$ cat config.mk
export PLATFORM = sky130hd
export DESIGN_NAME = wbdispatch
export DESIGN_NICKNAME = d
export VERILOG_FILES = /design/src/rtl/wbdispatch.sv
export SDC_FILE = /design/constraint.sdc
export NUM_CORES = 1
export LEC_CHECK = 0
export ABC_AREA = 1
export CORE_MARGIN = 5
export CORE_UTILIZATION = 40
export CTS_BUF_LIST = sky130_fd_sc_hd__clkbuf_4 sky130_fd_sc_hd__clkbuf_8 sky130_fd_sc_hd__clkbuf_16
export CTS_CLUSTER_DIAMETER = 120
export DETAILED_ROUTE_END_ITERATION = 8
export PLACE_DENSITY = 0.79
export SYNTH_ARGS = -nofsm -noshare
export SYNTH_HDL_FRONTEND = slang
export SYNTH_SLANG_ARGS = --single-unit
$ cat constraint.sdc
create_clock -name clk -period 1.9 [get_ports clk]
set_input_delay 0.38 -clock clk [delete_from_list [all_inputs] [get_ports clk]]
set_output_delay 0.38 -clock clk [all_outputs]
set_load 0.1 [all_outputs]
$ cat src/rtl/wbdispatch.sv
// wbdispatch
//   Wishbone classic router from a single master to NUM_SLAVES register slaves.
//   The slave index comes from the top SEL_W address bits. It is decoded into a
//   registered one-hot strobe. The addressed slave's read data and ack are muxed
//   back to the master. An index with no slave behind it gets an error response.
//
//   Optional feature macro: WBDISPATCH_TIMEOUT_EN
//     defined   - a 10-bit counter aborts a transaction to a silent slave after
//                 TIMEOUT busy cycles and returns an error response.
//     undefined - a busy transaction waits until the slave acks or the master
//                 aborts.
//
// Ports
//   clk        system clock
//   rst        asynchronous reset, active low
//   wb_stb_i   master strobe
//   wb_cyc_i   master cycle; dropping it while busy aborts the transaction
//   wb_we_i    master write enable
//   wb_adr_i   master address (top SEL_W bits select the slave)
//   wb_dat_i   master write data
//   wb_dat_o   read data to master (ERR_DATA on error responses)
//   wb_ack_o   one-cycle ack to master
//   wb_err_o   pulses together with wb_ack_o on error responses
//   s_stb_o    per-slave strobe, one-hot or zero
//   s_cyc_o    per-slave cycle, identical to s_stb_o
//   s_we_o     latched write enable, broadcast to all slaves
//   s_adr_o    latched slave-local address, broadcast to all slaves
//   s_dat_o    latched write data, broadcast to all slaves
//   s_dat_i    packed slave read data, slave k at [k*DATA_W +: DATA_W]
//   s_ack_i    per-slave acks
module wbdispatch #(
    parameter int                NUM_SLAVES = 7,
    parameter int                ADDR_W     = 16,
    parameter int                DATA_W     = 8,
    parameter int                SEL_W      = 8,
    parameter int                TIMEOUT    = 1023,
    parameter logic [DATA_W-1:0] ERR_DATA   = {DATA_W{1'b1}}
) (
    input  logic                         clk,
    input  logic                         rst,
    input  logic                         wb_stb_i,
    input  logic                         wb_cyc_i,
    input  logic                         wb_we_i,
    input  logic [ADDR_W-1:0]            wb_adr_i,
    input  logic [DATA_W-1:0]            wb_dat_i,
    output logic [DATA_W-1:0]            wb_dat_o,
    output logic                         wb_ack_o,
    output logic                         wb_err_o,
    output logic [NUM_SLAVES-1:0]        s_stb_o,
    output logic [NUM_SLAVES-1:0]        s_cyc_o,
    output logic                         s_we_o,
    output logic [ADDR_W-SEL_W-1:0]      s_adr_o,
    output logic [DATA_W-1:0]            s_dat_o,
    input  logic [NUM_SLAVES*DATA_W-1:0] s_dat_i,
    input  logic [NUM_SLAVES-1:0]        s_ack_i
);

    localparam logic [1:0] ST_IDLE = 2'd0;
    localparam logic [1:0] ST_BUSY = 2'd1;
    localparam logic [1:0] ST_DONE = 2'd2;
    localparam logic [1:0] ST_ERR  = 2'd3;

    // One extra bit so that NUM_SLAVES == 2**SEL_W still fits in the compare.
    localparam logic [SEL_W:0]          NUM_S    = (SEL_W+1)'(NUM_SLAVES);
    localparam logic [NUM_SLAVES-1:0]   STB_ONE  = NUM_SLAVES'(1);
    localparam logic [9:0]              TMO_LIM  = 10'(TIMEOUT);

    logic [1:0]       state;
    logic [SEL_W-1:0] idx_q;
    logic [SEL_W-1:0] adr_idx;
    logic             accept;
    logic             mapped;
    logic [DATA_W-1:0] sel_dat;
    logic             sel_ack;
    logic             tmo_hit;

    assign adr_idx = wb_adr_i[ADDR_W-1 -: SEL_W];
    // The ack term keeps a strobe that is still high on the ack cycle from
    // being taken as a new request.
    assign accept  = (state == ST_IDLE) && wb_cyc_i && wb_stb_i && !wb_ack_o;
    assign mapped  = {1'b0, adr_idx} < NUM_S;
    assign s_cyc_o = s_stb_o;

    // Response mux: only the latched slave's data and ack are visible, so acks
    // from any other slave are ignored.
    always_comb begin
        sel_dat = '0;
        sel_ack = 1'b0;
        for (int k = 0; k < NUM_SLAVES; k++) begin
            if (idx_q == SEL_W'(k)) begin
                sel_dat = s_dat_i[k*DATA_W +: DATA_W];
                sel_ack = s_ack_i[k];
            end
        end
    end

`ifdef WBDISPATCH_TIMEOUT_EN
    logic [9:0] tmo_cnt;

    // The counter holds the number of busy cycles already elapsed. The error
    // response fires on the edge where the count reaches TMO_LIM, so the strobe
    // stays high for exactly TIMEOUT cycles.
    always_ff @(posedge clk or negedge rst) begin
        if (!rst) begin
            tmo_cnt <= '0;
        end else if (accept) begin
            tmo_cnt <= '0;
        end else if (state == ST_BUSY) begin
            tmo_cnt <= tmo_cnt + 10'd1;
        end
    end

    assign tmo_hit = (tmo_cnt + 10'd1) == TMO_LIM;
`else
    // No counter in this build. The limit is still elaborated so that both
    // builds accept the same parameter set.
    assign tmo_hit = 1'b0 && (TMO_LIM != '0);
`endif

    // Main transaction FSM. Inside BUSY the priority is: master abort, then
    // slave ack, then timeout. An ack that arrives in the same cycle as the
    // abort is therefore dropped, and an ack that arrives in the timeout cycle
    // still completes normally.
    always_ff @(posedge clk or negedge rst) begin
        if (!rst) begin
            state    <= ST_IDLE;
            idx_q    <= '0;
            s_stb_o  <= '0;
            s_we_o   <= 1'b0;
            s_adr_o  <= '0;
            s_dat_o  <= '0;
            wb_dat_o <= '0;
            wb_ack_o <= 1'b0;
            wb_err_o <= 1'b0;
        end else begin
            case (state)
                ST_IDLE: begin
                    if (accept) begin
                        idx_q   <= adr_idx;
                        s_we_o  <= wb_we_i;
                        s_adr_o <= wb_adr_i[ADDR_W-SEL_W-1:0];
                        s_dat_o <= wb_dat_i;
                        if (mapped) begin
                            s_stb_o <= STB_ONE << adr_idx;
                            state   <= ST_BUSY;
                        end else begin
                            wb_ack_o <= 1'b1;
                            wb_err_o <= 1'b1;
                            wb_dat_o <= ERR_DATA;
                            state    <= ST_ERR;
                        end
                    end
                end
                ST_BUSY: begin
                    if (!wb_cyc_i) begin
                        s_stb_o <= '0;
                        state   <= ST_IDLE;
                    end else if (sel_ack) begin
                        s_stb_o  <= '0;
                        wb_dat_o <= sel_dat;
                        wb_ack_o <= 1'b1;
                        state    <= ST_DONE;
                    end else if (tmo_hit) begin
                        s_stb_o  <= '0;
                        wb_dat_o <= ERR_DATA;
                        wb_ack_o <= 1'b1;
                        wb_err_o <= 1'b1;
                        state    <= ST_ERR;
                    end
                end
                ST_DONE, ST_ERR: begin
                    wb_ack_o <= 1'b0;
                    wb_err_o <= 1'b0;
                    state    <= ST_IDLE;
                end
                default: begin
                    state <= ST_IDLE;
                end
            endcase
        end
    end

endmodule

==> impl_metrics.env, run 1 <==
export IMPL_r2r_setup_slack_ns=0.16
export IMPL_nets=607
export IMPL_die_area_um2=8190
export IMPL_dp_hpwl_mm=6.61
export IMPL_status="finished, final reports clean"
export IMPL_cts_clk_slew_worst_paths_ns=0.08
export IMPL_peakVddDrop_v=0.00203
export IMPL_cp_max_fo=18
export IMPL_synth_edff_count=0
export IMPL_criticalPathCategory="reg2reg"
export IMPL_cp_slowest_cell="dfrtp_1"
export IMPL_met3_wirelength_um=527
export IMPL_vias=2894
export IMPL_synth_flop_cell="dfrtp_1"
export IMPL_drv_cap=0
export IMPL_power_uw=6720
export IMPL_synth_avg_cell_area_um2=6.97
export IMPL_clock_skew_ns=0.00470
export IMPL_ant_nets=0
export IMPL_tightest_slew_ns=0.485
export IMPL_p_leak_uw=0.00209
export IMPL_cpPeakStageDelay_ns=0.39
export IMPL_area_growth_pct=64.6
export IMPL_stdcell_area_um2=4270
export IMPL_drc=0
export IMPL_drt_vias_per_instance=4.89
export IMPL_dieWidth_um=90.5
export IMPL_end_kind="flip-flop"
export IMPL_path_cells="inv_1 > nand2_1 > nor2_4 > nand3_1 > nand2_1 > nor2_1 > nand3_2 > nand2_2 > nand3_4 > nand3_2 > nand2_1 > nand2_1"
export IMPL_min_period_ns=1.74
export IMPL_crit_path_frequent_cell="nand2_1"
export IMPL_worstPathRequired_ns=2.08
export IMPL_critPathBufInv=1
export IMPL_wl_met1_mm=3.33
export IMPL_min_path_type="in2async"
export IMPL_start_kind="flip-flop"
export IMPL_rsz0062_at_grt="true"
export IMPL_cts_sink_count=44
export IMPL_cts_buffers=5
export IMPL_antenna_found_initial=0
export IMPL_clock_latency_ns=0.29
export IMPL_dr_first_iter_drc_count=136
export IMPL_cts_hold_buf=0
export IMPL_io_pin_count=133
export IMPL_grt_use_total=0.195
export IMPL_synthDistinctLibCells=23
export IMPL_wl_per_cell_um=13.6
export IMPL_cts_root_buf="clkbuf_8"
export IMPL_port_buffers=132
export IMPL_drive_gt1_frac=0.183
export IMPL_p_per_area_nw_per_um2=1570
export IMPL_post_dp_cell_area_um2=4160
export IMPL_cts_tree="built"
export IMPL_diodes=0
export IMPL_synth_seq_cells=44
export IMPL_grt_max_degree=26
export IMPL_netlist_instances=372
export IMPL_globalRouteOverflowTotal=0
export IMPL_clock_fmax_ghz=0.575
export IMPL_max_slew_margin_rel=0.675
export IMPL_ys_seq_area_frac=0.425
export IMPL_top_layer_used="met4"
export IMPL_synth_fp_nets=464
export IMPL_drtPass1Iterations=4
export IMPL_grt_pass1_wl_mm=13.4
export IMPL_cts_htree_levels=2
export IMPL_critPathArrivalTime_ns=1.92
export IMPL_hold_viol_final=0
export IMPL_wl_met2_mm=4.08
export IMPL_report_final_setup_viol=0
export IMPL_drt_wl_total_mm=8.03
export IMPL_yosys_warnings=0
export IMPL_clock_path_buffers=2
export IMPL_core_um2=6310
export IMPL_synthArstFlopShare=1.00
export IMPL_gp_congestion=0.799
export IMPL_crit_family="simple AND/OR/NAND/NOR gates"
export IMPL_die_height_um=90.5
export IMPL_fin_crit_sh=0.916
export IMPL_final_common_cell="nand2_1"
export IMPL_final_cell_mix="nand2_1, clkdlybuf4s50_1, dfrtp_1, buf_4, nor2_1"
export IMPL_finalMaxSlewViolations=0
export IMPL_rows=29
export IMPL_initial_utilization=0.411
export IMPL_synth_area_um2=2590
export IMPL_grt_pass1_vias=2840
==> area by class of cell <==
class	instances	area, um^2
inverters	42	158
multi-input cells	270	1240
clock buffers	5	68.8
well taps	77	96.3
clock inverters	2	12.5
fillers	552	2040
flip-flops and latches	44	1100
repair buffers	152	1590
==> power breakdown <==
| group | internal, uW | switching [uW] | total, uW |
|---|---|---|---|
| clock | 249 | 315 | 564 |
| sequential | 1320 | 296 | 1620 |
| combinational | 1230 | 3320 | 4540 |
==> sequential cells by signal, summed over array words and instances (netlist names) <==
signal and cells:
state 2, wb_dat_o 8, wb_err_o 1, wb_ack_o 1, s_cyc_o 7, idx_q 8, s_dat_o 8, s_we_o 1
s_adr_o 8
==> what timing repair did <==
| action | in CTS | in global routing |
|---|---|---|
| gates resized for setup | 0 | 2 |
| setup buffers | 0 | 3 |
| setup endpoints to repair | 0 | 16 |
==> routing by layer <==
layer,global-route usage,up-vias
li1,-,1463
met1,0.239,1326
met2,0.344,97
met3,0.0525,8
met4,0.0323,0
met5,0,-
==> final timing paths <==
check | from | end | depth (start not counted)
hold reg to reg | wb_dat_o[1]$_DFFE_PN0P_ | wb_dat_o[1]$_DFFE_PN0P_ | 2
max in group asynchronous | rst | s_cyc_o[2]$_DFFE_PN0P_ | 2
hold / removal | rst | s_dat_o[0]$_DFFE_PN0P_ | 1
min in group clk | wb_dat_o[1]$_DFFE_PN0P_ | wb_dat_o[1]$_DFFE_PN0P_ | 2
setup reg to reg | idx_q[2]$_DFFE_PN0P_ | s_cyc_o[6]$_DFFE_PN0P_ | 12
setup / recovery | idx_q[2]$_DFFE_PN0P_ | s_cyc_o[6]$_DFFE_PN0P_ | 12
==> metrics by stage <==
stage,util,setup slack [ns],setup TNS [ns],hold WS (ns),instances
floorplan,-,0.00830,0,0.0844,372
global placement,0.659,0.0295,0,0.352,582
detailed placement,0.659,-0.0363,-0.273,0.357,582
CTS,0.672,0.0238,0,0.0392,589
global route,0.676,-0.0216,-0.0619,0.0616,592
finish,0.676,0.160,0,0.0324,592
==> Yosys cell counts (3+ instances only) <==
master / number / area [um^2]
nand4_1: 26 / 163
nand3_1: 36 / 180
inv_1: 32 / 120
buf_2: 3 / 15.0
o21ai_0: 10 / 50.1
clkbuf_1: 5 / 18.8
nor2_1: 38 / 143
inv_2: 8 / 30.0
nor3_1: 3 / 15.0
dfrtp_1: 44 / 1100
nand2_1: 139 / 522
nor2_4: 3 / 33.8
nand2_2: 5 / 31.3
buf_4: 7 / 52.6
==> kinds of logic after synthesis <==
kind of cell | share of synthesized area
AND/OR/NAND/NOR | 0.449
buffers and inverters | 0.0984
flip-flops | 0.425
AO/OA/AOI/OAI | 0.0280
Note: power is estimated with default switching activity, not from simulation.
==> run 2, diff against run 1 <==
--- a/config.mk
+++ b/config.mk
@@ -11,7 +11,7 @@
 export CTS_BUF_LIST = sky130_fd_sc_hd__clkbuf_4 sky130_fd_sc_hd__clkbuf_8 sky130_fd_sc_hd__clkbuf_16
 export CTS_CLUSTER_DIAMETER = 120
 export DETAILED_ROUTE_END_ITERATION = 8
-export PLACE_DENSITY = 0.79
+export PLACE_DENSITY_LB_ADDON = 0.05
 export SYNTH_ARGS = -nofsm -noshare
 export SYNTH_HDL_FRONTEND = slang
 export SYNTH_SLANG_ARGS = --single-unit
==> run 2 against run 1 <==
Effect of this change: global-route usage hardly changed; cell count increased by 0.34%; highest routed layer unchanged; sequential share of layout area decreased by 0.26 points.
==> impl_metrics.env, run 2 (same netlist as run 1, synthesis figures left out) <==
export IMPL_min_path_type="in2async"
export IMPL_min_period_ns=1.71
export IMPL_dieWidth_um=90.5
export IMPL_cp_max_fo=10
export IMPL_grt_max_degree=26
export IMPL_dp_hpwl_mm=6.33
export IMPL_clock_fmax_ghz=0.583
export IMPL_ant_nets=0
export IMPL_hold_viol_final=0
export IMPL_cts_clk_slew_worst_paths_ns=0.08
export IMPL_max_slew_margin_rel=0.644
export IMPL_p_leak_uw=0.00210
export IMPL_area_growth_pct=66.3
export IMPL_critPathArrivalTime_ns=1.91
export IMPL_finish_utilization=0.683
export IMPL_rows=29
export IMPL_die_area_um2=8190
export IMPL_cts_htree_levels=2
export IMPL_diodes=0
export IMPL_port_buffers=132
export IMPL_cts_sink_count=44
export IMPL_stdcell_count=594
export IMPL_die_height_um=90.5
export IMPL_initial_utilization=0.411
export IMPL_dp_cells=583
export IMPL_clock_skew_ns=0.00781
export IMPL_gp_congestion=0.897
export IMPL_clock_latency_ns=0.30
export IMPL_cts_root_buf="clkbuf_8"
export IMPL_cts_tree="built"
export IMPL_rsz0062_at_grt="false"
export IMPL_final_common_cell="nand2_1"
export IMPL_grt_pass1_vias=2809
export IMPL_wl_per_cell_um=13.5
export IMPL_r2r_setup_slack_ns=0.19
export IMPL_cts_buffers=5
export IMPL_criticalPathCategory="reg2reg"
export IMPL_status="finished, final reports clean"
export IMPL_tightest_slew_ns=0.530
export IMPL_grt_pass1_wl_mm=13.3
export IMPL_vias=2867
export IMPL_fin_tns_setup_ns=0
export IMPL_hold_slack_ns=0.487
export IMPL_fin_crit_sh=0.902
export IMPL_dr_first_iter_drc_count=110
export IMPL_drt_vias_per_instance=4.83
export IMPL_p_per_area_nw_per_um2=1580
export IMPL_drt_wl_total_mm=8.03
export IMPL_drc=0
export IMPL_antenna_found_initial=0
export IMPL_nets=608
export IMPL_drive_gt1_frac=0.182
export IMPL_finalMaxSlewViolations=0
export IMPL_worstPathRequired_ns=2.10
export IMPL_end_kind="flip-flop"
export IMPL_grt_use_total=0.194
export IMPL_globalRouteOverflowTotal=0
export IMPL_drtPass1Iterations=5
export IMPL_clock_path_buffers=2
export IMPL_peakVddDrop_v=0.00201
export IMPL_report_final_setup_viol=0
export IMPL_io_pin_count=133
export IMPL_drv_cap=0
export IMPL_core_um2=6310
export IMPL_final_cell_mix="nand2_1, clkdlybuf4s50_1, dfrtp_1, buf_4, nor2_1"
export IMPL_start_kind="flip-flop"
-- run 2: cell count changes in the layout (fill, tap and decap cells not counted) --
cell	delta
buf_12	+2
dlygate4sd3_1	+1
buf_4	-3
clkinvlp_4	-1
nand3_4	+1
clkinv_2	+1
clkinv_4	+1
nor2_1	+1
nor2_4	-1
-- run 2: area by class of cell --
type	count	area (um^2)
Fill cell	554	2000
Timing Repair Buffer	152	1620
Multi-Input combinational cell	271	1250
Sequential cell	44	1100
Inverter	42	158
Tap cell	77	96.3
Clock buffer	5	68.8
Clock inverter	3	18.8
-- run 2: layer usage --
metal / up-vias / wire length, um / GRT usage
met4: 0 / 70 / 0.0409
met3: 9 / 714 / 0.0550
met5: - / 0 / 0
met2: 109 / 3860 / 0.331
met1: 1277 / 3380 / 0.244
li1: 1472 / - / -
-- run 2: power breakdown --
part | leakage [uW] | switching, uW | total, uW | internal (uW)
clock network | 0.0000479 | 328 | 584 | 256
logic | 0.00150 | 3300 | 4590 | 1290
registers | 0.000551 | 306 | 1620 | 1320
total | 0.00210 | 3940 | 6800 | 2860
-- run 2: critical path: stages (launching register included) --
cell and delay [ns]:
dfrtp_1 0.40, nor2_1 0.12, nand2_2 0.11, nor2_2 0.19, o211ai_1 0.13, nand3_2 0.10
nand2_2 0.10, nand3_4 0.15, nand3_4 0.15, nand2_1 0.10, nand2_1 0.05
-- run 2: metrics by stage --
step	setup slack, ns	total power [uW]	area, um^2
floorplan	0.00830	4840	2590
global placement	-0.0154	6160	4190
detailed placement	-0.0923	6210	4190
CTS	0.127	6800	4290
global route	0.00162	7190	4310
finish	0.185	6800	4310
-- run 2: path summary, 6_finish.rpt --
path,from,endpoint,cells after the start
min in group clk,wb_dat_o[3]$_DFFE_PN0P_,wb_dat_o[3]$_DFFE_PN0P_,2
max in group asynchronous,rst,s_we_o$_DFFE_PN0P_,3
setup reg to reg,idx_q[6]$_DFFE_PN0P_,wb_dat_o[7]$_DFFE_PN0P_,10
setup / recovery,idx_q[6]$_DFFE_PN0P_,wb_dat_o[7]$_DFFE_PN0P_,10
hold / removal,rst,wb_dat_o[1]$_DFFE_PN0P_,2
hold reg to reg,wb_dat_o[3]$_DFFE_PN0P_,wb_dat_o[3]$_DFFE_PN0P_,2
-- run 2: timing repair --
action,CTS,global route
gates resized for setup,0,1
endpoints found under the setup margin,0,13
setup buffers,0,1
hold buffers,1,0
hold endpoints to repair,12,0
==> run 3, diff against run 2 <==
--- a/config.mk
+++ b/config.mk
@@ -7,11 +7,12 @@
 export LEC_CHECK = 0
 export ABC_AREA = 1
 export CORE_MARGIN = 5
-export CORE_UTILIZATION = 40
+export CORE_UTILIZATION = 36
 export CTS_BUF_LIST = sky130_fd_sc_hd__clkbuf_4 sky130_fd_sc_hd__clkbuf_8 sky130_fd_sc_hd__clkbuf_16
 export CTS_CLUSTER_DIAMETER = 120
 export DETAILED_ROUTE_END_ITERATION = 8
 export PLACE_DENSITY_LB_ADDON = 0.05
+export SLEW_MARGIN = 15
 export SYNTH_ARGS = -nofsm -noshare
 export SYNTH_HDL_FRONTEND = slang
 export SYNTH_SLANG_ARGS = --single-unit
==> constraint.sdc (replaced) <==
create_clock -name clk -period 1.4 [get_ports clk]
set_input_delay 0.28 -clock clk [delete_from_list [all_inputs] [get_ports clk]]
set_output_delay 0.28 -clock clk [all_outputs]
set_load 0.1 [all_outputs]
==> run 3 against run 2 <==
Effect of this change: the run now ends with setup timing left; highest routed layer unchanged; die area rose by 9.9%; critical endpoint is now wb_dat_o[1]$_DFFE_PN0P_; setup slack worse by 0.43 ns; clock power increased by 70%; non-clock buffer count grew 33.
==> impl_metrics.env, run 3 (same netlist as run 1, synthesis figures left out) <==
export IMPL_status="finished with violations"
export IMPL_violations="setup timing"
export IMPL_rows=31
export IMPL_peakVddDrop_v=0.00170
export IMPL_cts_tree="built"
export IMPL_n_fill_cell=578
export IMPL_diodes=0
export IMPL_seqPwrFrac=0.211
export IMPL_fin_ws_ns=-0.241
export IMPL_grt_use_total=0.196
export IMPL_critPathArrivalTime_ns=1.88
export IMPL_port_buffers=132
export IMPL_clock_skew_ns=0.0143
export IMPL_hold_viol_final=0
export IMPL_end_kind="flip-flop"
export IMPL_cts_clk_slew_worst_paths_ns=0.08
export IMPL_dieWidth_um=94.9
export IMPL_p_clk_frac=0.088
export IMPL_worstPathRequired_ns=1.64
export IMPL_area_growth_pct=98.4
export IMPL_tightest_slew_ns=0.531
export IMPL_drt_vias_per_instance=4.69
export IMPL_hold_slack_ns=0.348
export IMPL_internal_power_uw=5420
export IMPL_ant_nets=0
export IMPL_antenna_found_initial=0
export IMPL_die_area_um2=9000
export IMPL_clock_path_buffers=2
export IMPL_io_pin_count=133
export IMPL_r2r_setup_slack_ns=-0.24
export IMPL_grt_max_degree=37
export IMPL_max_slew_margin_rel=0.646
export IMPL_p_sw_frac=0.520
export IMPL_grt_pass1_wl_mm=14.0
export IMPL_cp_startpoint="state[1]$_DFFE_PN0P_"
export IMPL_cts_htree_levels=2
export IMPL_drt_wl_total_mm=8.86
export IMPL_r2r_start="state[1]$_DFFE_PN0P_"
export IMPL_seq_area_um2=1110
export IMPL_multi_input_area_um2=1430
export IMPL_cts_root_buf="clkbuf_8"
export IMPL_cp_max_fo=5
export IMPL_criticalPathCategory="reg2reg"
export IMPL_final_cell_mix="nand2_1, clkdlybuf4s50_1, buf_12, buf_4, dfrtp_1"
export IMPL_dr_first_iter_drc_count=105
export IMPL_initial_utilization=0.363
export IMPL_cts_sink_count=44
export IMPL_min_path_type="in2reg"
export IMPL_dp_hpwl_mm=6.62
export IMPL_r2r_cells=7
export IMPL_fin_crit_sh=1.17
export IMPL_nets=644
export IMPL_rr_endpoint="wb_dat_o[1]$_DFFE_PN0P_"
export IMPL_rsz0062_at_grt="true"
export IMPL_wl_per_cell_um=13.6
export IMPL_finish_utilization=0.721
export IMPL_min_period_ns=1.64
export IMPL_p_leak_uw=0.00240
export IMPL_report_final_setup_viol=18
export IMPL_globalRouteOverflowTotal=0
export IMPL_gp_congestion=0.828
export IMPL_finalMaxSlewViolations=0
export IMPL_grt_pass1_vias=3033
export IMPL_drc=0
export IMPL_cts_buffers=5
export IMPL_drv_cap=0
export IMPL_core_um2=7140
export IMPL_die_height_um=94.9
export IMPL_drive_gt1_frac=0.306
export IMPL_vias=3060
export IMPL_combinationalPowerShare=0.701
export IMPL_p_sw_uw=5880
export IMPL_start_kind="flip-flop"
export IMPL_drtPass1Iterations=4
export IMPL_clock_latency_ns=0.30
export IMPL_p_per_area_nw_per_um2=2200
export IMPL_crit_end="wb_dat_o[1]$_DFFE_PN0P_"
export IMPL_final_common_cell="nand2_1"
export IMPL_clock_fmax_ghz=0.609
[run 3: worst min-delay path by stage]
stage | startpoint | slack [ns] | cells past startpoint | end
detailed placement | rst | 0.15 | 1 | wb_dat_o[1]$_DFFE_PN0P_
CTS | rst | 0.36 | 2 | wb_dat_o[3]$_DFFE_PN0P_
floorplan | rst | -0.02 | 0 | idx_q[0]$_DFFE_PN0P_
finish | wb_adr_i[12] | 0.35 | 3 | idx_q[4]$_DFFE_PN0P_
global placement | rst | 0.15 | 1 | wb_dat_o[2]$_DFFE_PN0P_
global route | rst | 0.38 | 2 | wb_dat_o[3]$_DFFE_PN0P_
[run 3: per-stage QoR]
step | instances | area (um^2) | setup TNS (ns) | setup WS (ns) | total power [uW]
6_report | 652 | 5140 | -3.80 | -0.241 | 11300
5_1_grt | 652 | 5140 | -6.03 | -0.367 | 11900
4_1_cts | 650 | 5050 | -3.95 | -0.249 | 11200
3_5_place_dp | 627 | 4750 | -13.57 | -0.461 | 9900
3_3_place_gp | 627 | 4750 | -11.94 | -0.377 | 9780
2_1_floorplan | 372 | 2660 | -3.00 | -0.195 | 6720
[run 3: final cells by class]
cell class | instances | share of cell area
Clock buffer | 7 | 0.0163
Clock inverter | 1 | 0.00584
Inverter | 42 | 0.0323
Multi-Input combinational cell | 274 | 0.278
Sequential cell | 44 | 0.217
Tap cell | 99 | 0.0241
Timing Repair Buffer | 185 | 0.426
[run 3: power by group through the flow]
stage	sequential (uW)	clock, uW	combinational (uW)
6_report	2380	990	7920
4_1_cts	2360	1010	7780
3_3_place_gp	2350	0	7420
3_5_place_dp	2370	0	7530
5_1_grt	2450	1080	8350
2_1_floorplan	4860	0	1860
[run 3: per-layer routing]
layer	share of wire	global-route usage
met1	0.40	0.233
met2	0.49	0.343
met3	0.10	0.0629
met4	0.0086	0.0433
met5	0	0
[run 3: what timing repair did]
| item | 4_1_cts | 5_1_grt |
|---|---|---|
| setup endpoints to repair | 20 | 21 |
| resized for setup | 15 | 27 |
| hold endpoints to repair | 8 | 0 |
| buffers inserted | 10 | 2 |
| cloned | 4 | 0 |
| pin swaps | 13 | 12 |
| hold buffers | 1 | 0 |
[run 3: worst max-delay path, stage by stage, from the launching register on]
cell     delay, ns
dfrtp_1       0.42
nor2_1        0.18
inv_1         0.12
nor2_2        0.37
nand3_4       0.21
nand3_4       0.14
nand2_1       0.07
nand2_1       0.07
